--- src/rtl/game2048_pkg.sv ---
// ==========================================================================
// game2048_pkg : shared types, directions, FSM states and tile helpers. Rev 1.0
// ==========================================================================
`default_nettype none

package game2048_pkg;

  localparam int TILE_W  = 4;
  localparam int WIN_EXP = 11;

  localparam logic [1:0] DIR_UP    = 2'd0;
  localparam logic [1:0] DIR_DOWN  = 2'd1;
  localparam logic [1:0] DIR_LEFT  = 2'd2;
  localparam logic [1:0] DIR_RIGHT = 2'd3;

  typedef logic [TILE_W-1:0]    tile_t;
  typedef logic [4*TILE_W-1:0]  line_t;
  typedef logic [16*TILE_W-1:0] board_t;

  typedef enum logic [2:0] {
    IDLE   = 3'd0,
    ISSUE  = 3'd1,
    WAIT   = 3'd2,
    COMMIT = 3'd3,
    SPAWN  = 3'd4,
    CHECK  = 3'd5,
    WIN    = 3'd6,
    LOSE   = 3'd7
  } state_e;

  function automatic tile_t get_tile(input board_t b, input logic [3:0] idx);
    return b[int'(idx)*TILE_W +: TILE_W];
  endfunction

  function automatic board_t set_tile(input board_t b, input logic [3:0] idx, input tile_t t);
    board_t r;
    r = b;
    r[int'(idx)*TILE_W +: TILE_W] = t;
    return r;
  endfunction

  // Element i of a line is the tile i steps away from the wall tiles slide toward.
  function automatic logic [3:0] line_index(input logic [1:0] dir, input logic [1:0] line,
                                            input logic [1:0] i);
    logic [1:0] row;
    logic [1:0] col;
    case (dir)
      DIR_UP:   begin row = i;         col = line;      end
      DIR_DOWN: begin row = 2'd3 - i;  col = line;      end
      DIR_LEFT: begin row = line;      col = i;         end
      default:  begin row = line;      col = 2'd3 - i;  end
    endcase
    return {row, col};
  endfunction

endpackage

`default_nettype wire

--- src/rtl/move_sequencer_if.sv ---
// ==========================================================================
// move_sequencer_if : line-merge request/response handshake bundle. Rev 1.0
// ==========================================================================
`default_nettype none

interface move_sequencer_if;

  logic                  line_req_valid;
  game2048_pkg::line_t   line_req_data;
  logic                  line_req_ready;
  logic                  line_rsp_valid;
  game2048_pkg::line_t   line_rsp_data;
  logic [15:0]           line_rsp_score;

  modport master (
    output line_req_valid, line_req_data,
    input  line_req_ready, line_rsp_valid, line_rsp_data, line_rsp_score
  );

  modport slave (
    input  line_req_valid, line_req_data,
    output line_req_ready, line_rsp_valid, line_rsp_data, line_rsp_score
  );

endinterface

`default_nettype wire

--- src/rtl/board_status_check.sv ---
// ==========================================================================
// board_status_check : combinational win / no-moves-left detection. Rev 1.0
// ==========================================================================
`default_nettype none

module board_status_check
  import game2048_pkg::*;
#(
  parameter int WIN_EXP = game2048_pkg::WIN_EXP
) (
  input  board_t board_i,
  output logic   win_o,
  output logic   lose_o
);

  logic  any_win;
  logic  any_empty;
  logic  any_pair;
  tile_t t;

  always_comb begin
    any_win   = 1'b0;
    any_empty = 1'b0;
    any_pair  = 1'b0;
    t         = '0;
    for (int r = 0; r < 4; r++) begin
      for (int c = 0; c < 4; c++) begin
        t = get_tile(board_i, 4'(r*4 + c));
        if (int'(t) >= WIN_EXP) any_win = 1'b1;
        if (t == '0) any_empty = 1'b1;
        if ((c < 3) && (t == get_tile(board_i, 4'(r*4 + c + 1)))) any_pair = 1'b1;
        if ((r < 3) && (t == get_tile(board_i, 4'((r+1)*4 + c)))) any_pair = 1'b1;
      end
    end
  end

  assign win_o  = any_win;
  assign lose_o = !any_empty && !any_pair;

endmodule

`default_nettype wire

--- src/rtl/move_sequencer.sv ---
// ==========================================================================
// move_sequencer : streams one 2048 move through the line-merge unit. Rev 1.0
// ==========================================================================
`default_nettype none

module move_sequencer
  import game2048_pkg::*;
#(
  parameter int SCORE_W = 20,
  parameter int WIN_EXP = game2048_pkg::WIN_EXP
) (
  input  logic                clk_i,
  input  logic                rst_i,
  input  logic                dir_valid_i,
  input  logic [1:0]          dir_i,
  output logic                dir_ready_o,
  input  board_t              board_i,
  move_sequencer_if.master    line_if,
  output logic                board_we_o,
  output board_t              board_wdata_o,
  output logic                spawn_req_o,
  input  logic                spawn_ack_i,
  output logic [SCORE_W-1:0]  score_o,
  output logic                moved_o,
  output logic                busy_o,
  output logic                win_o,
  output logic                lose_o
);

  state_e             state_q;
  logic [1:0]         dir_q;
  logic [1:0]         line_q;
  board_t             work_q;
  logic               changed_q;
  logic [SCORE_W-1:0] score_q;
  logic               dir_ready_q;
  logic               req_valid_q;
  logic               board_we_q;
  logic               spawn_req_q;
  logic               moved_q;
  logic               busy_q;
  logic               win_q;
  logic               lose_q;

  line_t              req_line;
  board_t             work_d;
  logic               line_diff;
  logic [SCORE_W:0]   score_sum;
  logic [SCORE_W-1:0] score_d;
  logic               status_win;
  logic               status_lose;

  board_status_check #(.WIN_EXP(WIN_EXP)) u_status (
    .board_i (board_i),
    .win_o   (status_win),
    .lose_o  (status_lose)
  );

  // Gather the current line and scatter the merged line back via the same mapping.
  always_comb begin
    req_line = '0;
    work_d   = work_q;
    for (int i = 0; i < 4; i++) begin
      req_line[i*TILE_W +: TILE_W] = get_tile(work_q, line_index(dir_q, line_q, 2'(i)));
      work_d = set_tile(work_d, line_index(dir_q, line_q, 2'(i)),
                        line_if.line_rsp_data[i*TILE_W +: TILE_W]);
    end
    line_diff = (line_if.line_rsp_data != req_line);
    score_sum = {1'b0, score_q} + {{(SCORE_W-15){1'b0}}, line_if.line_rsp_score};
    score_d   = score_sum[SCORE_W] ? '1 : score_sum[SCORE_W-1:0];
  end

  always_ff @(posedge clk_i) begin
    if (rst_i) begin
      state_q     <= IDLE;
      dir_q       <= '0;
      line_q      <= '0;
      work_q      <= '0;
      changed_q   <= 1'b0;
      score_q     <= '0;
      dir_ready_q <= 1'b1;
      req_valid_q <= 1'b0;
      board_we_q  <= 1'b0;
      spawn_req_q <= 1'b0;
      moved_q     <= 1'b0;
      busy_q      <= 1'b0;
      win_q       <= 1'b0;
      lose_q      <= 1'b0;
    end else begin
      board_we_q <= 1'b0;
      moved_q    <= 1'b0;
      case (state_q)
        IDLE: begin
          if (dir_valid_i) begin
            dir_q       <= dir_i;
            work_q      <= board_i;
            line_q      <= '0;
            changed_q   <= 1'b0;
            dir_ready_q <= 1'b0;
            busy_q      <= 1'b1;
            req_valid_q <= 1'b1;
            state_q     <= ISSUE;
          end
        end
        ISSUE: begin
          if (line_if.line_req_ready) begin
            req_valid_q <= 1'b0;
            state_q     <= WAIT;
          end
        end
        WAIT: begin
          if (line_if.line_rsp_valid) begin
            work_q    <= work_d;
            changed_q <= changed_q | line_diff;
            score_q   <= score_d;
            if (line_q == 2'd3) begin
              board_we_q <= 1'b1;
              moved_q    <= changed_q | line_diff;
              state_q    <= COMMIT;
            end else begin
              line_q      <= line_q + 2'd1;
              req_valid_q <= 1'b1;
              state_q     <= ISSUE;
            end
          end
        end
        COMMIT: begin
          if (changed_q) begin
            spawn_req_q <= 1'b1;
            state_q     <= SPAWN;
          end else begin
            state_q <= CHECK;
          end
        end
        SPAWN: begin
          if (spawn_ack_i) begin
            spawn_req_q <= 1'b0;
            state_q     <= CHECK;
          end
        end
        CHECK: begin
          busy_q <= 1'b0;
          if (status_win) begin
            win_q   <= 1'b1;
            state_q <= WIN;
          end else if (status_lose) begin
            lose_q  <= 1'b1;
            state_q <= LOSE;
          end else begin
            dir_ready_q <= 1'b1;
            state_q     <= IDLE;
          end
        end
        default: begin
          state_q <= state_q;
        end
      endcase
    end
  end

  assign line_if.line_req_valid = req_valid_q;
  assign line_if.line_req_data  = req_line;
  assign dir_ready_o            = dir_ready_q;
  assign board_we_o             = board_we_q;
  assign board_wdata_o          = work_q;
  assign spawn_req_o            = spawn_req_q;
  assign score_o                = score_q;
  assign moved_o                = moved_q;
  assign busy_o                 = busy_q;
  assign win_o                  = win_q;
  assign lose_o                 = lose_q;

endmodule

`default_nettype wire
--- src/flat_wrapper.sv ---
// flat-port wrapper written by rule: the top's interface ports become plain ports
module move_sequencer_flat import game2048_pkg::*;
#(
  parameter int SCORE_W = 20,
  parameter int WIN_EXP = game2048_pkg::WIN_EXP
)
  (clk_i, rst_i, dir_valid_i, dir_i, dir_ready_o, board_i, board_we_o, board_wdata_o, spawn_req_o, spawn_ack_i, score_o, moved_o, busy_o, win_o, lose_o, line_if_line_req_valid, line_if_line_req_data, line_if_line_req_ready, line_if_line_rsp_valid, line_if_line_rsp_data, line_if_line_rsp_score);
  move_sequencer_if line_if_i ();
  input  logic clk_i;
  input  logic rst_i;
  input  logic dir_valid_i;
  input  logic [1:0] dir_i;
  output logic dir_ready_o;
  input  board_t board_i;
  output logic board_we_o;
  output board_t board_wdata_o;
  output logic spawn_req_o;
  input  logic spawn_ack_i;
  output logic [SCORE_W-1:0] score_o;
  output logic moved_o;
  output logic busy_o;
  output logic win_o;
  output logic lose_o;
  output wire logic [$bits(line_if_i.line_req_valid)-1:0] line_if_line_req_valid;
  output wire logic [$bits(line_if_i.line_req_data)-1:0] line_if_line_req_data;
  input wire logic [$bits(line_if_i.line_req_ready)-1:0] line_if_line_req_ready;
  input wire logic [$bits(line_if_i.line_rsp_valid)-1:0] line_if_line_rsp_valid;
  input wire logic [$bits(line_if_i.line_rsp_data)-1:0] line_if_line_rsp_data;
  input wire logic [$bits(line_if_i.line_rsp_score)-1:0] line_if_line_rsp_score;
  assign line_if_line_req_valid = line_if_i.line_req_valid;
  assign line_if_line_req_data = line_if_i.line_req_data;
  assign line_if_i.line_req_ready = line_if_line_req_ready;
  assign line_if_i.line_rsp_valid = line_if_line_rsp_valid;
  assign line_if_i.line_rsp_data = line_if_line_rsp_data;
  assign line_if_i.line_rsp_score = line_if_line_rsp_score;
  move_sequencer #(.SCORE_W(SCORE_W), .WIN_EXP(WIN_EXP)) u_core (.clk_i(clk_i), .rst_i(rst_i), .dir_valid_i(dir_valid_i), .dir_i(dir_i), .dir_ready_o(dir_ready_o), .board_i(board_i), .line_if(line_if_i), .board_we_o(board_we_o), .board_wdata_o(board_wdata_o), .spawn_req_o(spawn_req_o), .spawn_ack_i(spawn_ack_i), .score_o(score_o), .moved_o(moved_o), .busy_o(busy_o), .win_o(win_o), .lose_o(lose_o));
endmodule
--- config.mk ---
export PLATFORM = sky130hd
export DESIGN_NAME = move_sequencer_flat
export DESIGN_NICKNAME = d
export VERILOG_FILES = /design/src/rtl/game2048_pkg.sv /design/src/rtl/move_sequencer_if.sv /design/src/rtl/board_status_check.sv /design/src/rtl/move_sequencer.sv /design/src/flat_wrapper.sv
export SDC_FILE = /design/constraint.sdc
export NUM_CORES = 1
export LEC_CHECK = 0
export CAP_MARGIN = 15
export CORE_ASPECT_RATIO = 0.8
export CORE_UTILIZATION = 35
export DETAILED_ROUTE_END_ITERATION = 10
export DONT_BUFFER_PORTS = 1
export PLACE_DENSITY_LB_ADDON = 0.12
export SYNTH_ARGS = -nofsm -noshare
export SYNTH_HDL_FRONTEND = slang
export SYNTH_SLANG_ARGS = --single-unit
--- constraint.sdc ---
create_clock -name clk_i -period 4.66 [get_ports clk_i]
set_input_delay 0.932 -clock clk_i [delete_from_list [all_inputs] [get_ports clk_i]]
set_output_delay 0.932 -clock clk_i [all_outputs]
set_load 0.05 [all_outputs]
==> out/results.tsv <==
metric	value	unit
Critical-path top delay cell	a32o_1	
Worst Tran Pin Value	1125	ps
clk buf depth	2	
drt via density	6.891	
clock latency on the worst-skew pair	400	ps
predominant post-synthesis flop cell	dfxtp_1	
final hold vios	0	
Hold Path End	u_core.state_q[2]	
Yosys warning total	0	
part of the power in registers	0.269	
first-pass GRT wire length	103.4	mm
WP data arrival	3320	ps
R2R Path End	u_core.board_wdata_o[13]	
I/O pin count	212	
Total Wirelength	73.39	mm
DP Worst Slack	675.7	ps
Mapped Avg Cell Area	7.086	um2
post-CTS sizing	0	
antenna viol nets, final	0	
total power	9086	uW
CTS tree	yes	
Async S/R FF share, synth	0	
violated checks	design-rule violations	
hold-fix buffers at CTS	0	
First DRT Iteration DRCs	2257	
DRT Pass-1 Iters	11	
maximum vdd ir drop	0.2635	mV
hold path cells	2	
Multi-input gate area	0.01024	mm2
Power Internal	3331	uW
post-synth top area cell	dfxtp_1	
outcome	finished with violations	
Core Box Area	0.03721	mm2
cells after synthesis	1873	
critical path type	reg2out	
Final setup viols	0	
CTS buffer count	9	
total leakage power	0.004860	uW
Register-to-Register Path Depth	9	
synth top area cells	dfxtp_1 (15%), a21oi_1 (6.8%), xor2_1 (6.3%)	
FMAX	0.2354	GHz
crit end category	output pin	
area grow syn2layout	5.156	%
Crit path buffers/inverters	1	
routability cong.	1.055	
switching share of power	0.6333	
n_diodes	0	
Worst EP required	3730	ps
Remaining DRCs	6	
max-slew violations	0	
Worst-path clk slew	80	ps
Gate power share	0.635	
Min Clock Period, post-route	4249	ps
crit path max fanout	77	
period utilization	0.9118	
worst rel slew slack	0.2493	
Seq/Total Area, Yosys	0.1508	
Initial Utilization	0.3567	
worst hold start	u_core.state_q[0]	
worst clock skew	12.66	ps
Pwr Density	651.0	mW/mm2
post-DP HPWL	56.36	mm
Largest stage delay, worst path	730	ps
CP Launch Type	flop	
remaining global-route overflow	0	
unrepaired setup endpoints after global routing	false	
largest net degree at the start of global routing	83	
final setup margin	411.1	ps
Root Driver	clkbuf_16	
Cell variety after synth	111	
crit-path leading delay family	compound AO/OA/AOI/OAI gates	
vias in the first global route	13920	
postcts setup bufs	0	
Die Ht	176.2	um
row cnt	63	
sw power	5755	uW
Post-synth EDFFs	0	
GRT Resource Usage Total	0.3700	
drt wl/cell	32.37	um
cell breakdown of the critical path	buf_12 > nor2b_1 > a22oi_1 > a32oi_1 > a32o_1	
Clock power frac	0.096	
FILL cells	4048	
Final nets	1915	
CTS sink cnt	100	
via count	15620	
Die ar.	0.03871	mm2
Fin Setup TNS	0	ps
layout cells sized above 1	0.1056	
Synth Register Bits	100	
H-Tree Level Count	3	
Worst R2R Start	u_core.line_q[0]	
Mapped Area	0.01327	mm2
I/O Buffers	0	
share of Yosys cell area claimed by the top area cell type	0.1508	
Syn Nets	2013	
Seq. cell area	0.002014	mm2
die width	219.7	um
FF-to-FF setup slack	440	ps
initial antenna violation count	2	
worst hold path type	reg2reg	
MaxCap Viol Count	0	
==> cells by family after synthesis <==
kind of cell	Yosys count	share of synthesized area
and+or+nand+nor	639	0.2525
muxes	36	0.02960
xor gates and xnor gates	124	0.08182
adders and majority gates	36	0.03450
buffers and inverters	225	0.08107
AOI/OAI and AO/OA	713	0.3697
DFF	100	0.1508
==> tightest hold or removal path, delay by kind of cell (launching register included) <==
| family | cells | cell delay, ps |
|---|---|---|
| flip-flops | 1 | 400 |
| AND/OR/NAND/NOR | 1 | 100 |
| AO/OA/AOI/OAI | 1 | 60 |
==> metrics by stage <==
| stage | instances | hold WS [ps] | cell area (um2) | util |
|---|---|---|---|---|
| 2_1_floorplan | 1873 | 523.4 | 13270 | - |
| 4_1_cts | 2267 | 582.6 | 13960 | 0.3751 |
| 5_1_grt | 2267 | 592.7 | 13960 | 0.3751 |
| 3_3_place_gp | 2251 | 577.0 | 13640 | 0.3666 |
| 6_report | 2267 | 588.2 | 13960 | 0.3751 |
| 3_5_place_dp | 2251 | 574.3 | 13640 | 0.3666 |
==> state kept, by name, indices dropped and copies added, names as in the netlist, 2 cells and up <==
register,flops
u_core.state_q,3
u_core.board_wdata_o,64
u_core.line_q,2
u_core.score_o,20
u_core.dir_q,2
==> worst max-delay path by stage <==
stage	start	end	slack, ps	cells past startpoint
6_report	u_core.line_q[0]	line_if_line_req_data[7]	410	5
3_5_place_dp	u_core.line_q[0]	u_core.board_wdata_o[12]	680	9
2_1_floorplan	u_core.line_q[1]	u_core.changed_q	1020	10
5_1_grt	u_core.line_q[0]	u_core.board_wdata_o[13]	240	10
3_3_place_gp	u_core.line_q[0]	u_core.board_wdata_o[51]	720	11
4_1_cts	u_core.line_q[0]	line_if_line_req_data[7]	520	5
==> cells in the mapped netlist (25+ instances only) <==
cell type / number
xnor2_1: 29
a211oi_1: 33
a21o_1: 27
nand2_1: 136
mux2i_1: 28
nand4_1: 29
a21oi_1: 181
nor3_1: 43
xor2_1: 95
a31oi_1: 26
buf_2: 40
clkbuf_1: 116
o211ai_1: 47
nor2_1: 158
nor4_1: 52
ha_1: 35
dfxtp_1: 100
nand3_1: 41
o21ai_0: 118
inv_1: 25
nor2b_1: 38
==> power by group through the flow <==
| stage | combinational, uW | sequential (uW) | clock, uW |
|---|---|---|---|
| floorplan | 3700 | 2250 | 0 |
| global route | 6050 | 2440 | 912 |
| finish | 5770 | 2440 | 872 |
| CTS | 5540 | 2420 | 878 |
| global placement | 5540 | 2440 | 0 |
| detailed placement | 5520 | 2440 | 0 |
==> cell type report <==
| class | count | area share |
|---|---|---|
| clock buffer | 9 | 0.01614 |
| clock inverter | 7 | 0.006634 |
| inverter | 32 | 0.008606 |
| multi-input combinational | 1548 | 0.7337 |
| sequential | 100 | 0.1443 |
| tap | 487 | 0.04366 |
| timing repair buffer | 84 | 0.04697 |
==> placed cells by master (no fill, tap or decap), types with 21 or more instances in the layout <==
cell,n
nor4_1,52
nor3_1,43
nor2b_1,38
nor2_1,157
o21ai_0,118
nand3_1,41
inv_1,25
a21oi_1,181
a211o_1,21
a22oi_1,23
xor2_1,95
mux2i_1,28
nand2b_1,23
a31oi_1,26
nand4_1,29
buf_4,82
dfxtp_1,96
o211ai_1,47
xnor2_1,29
a21o_1,27
nand2_1,136
ha_1,35
a211oi_1,33
==> metal layers <==
metal,track usage,up-vias,wire length [um]
met5,0,-,28
met4,0.1560,4,3386
met3,0.1196,148,9491
met2,0.4950,1019,28840
met1,0.5314,7615,31640
li1,-,6837,-
Note: power is estimated with default switching activity, not from simulation.
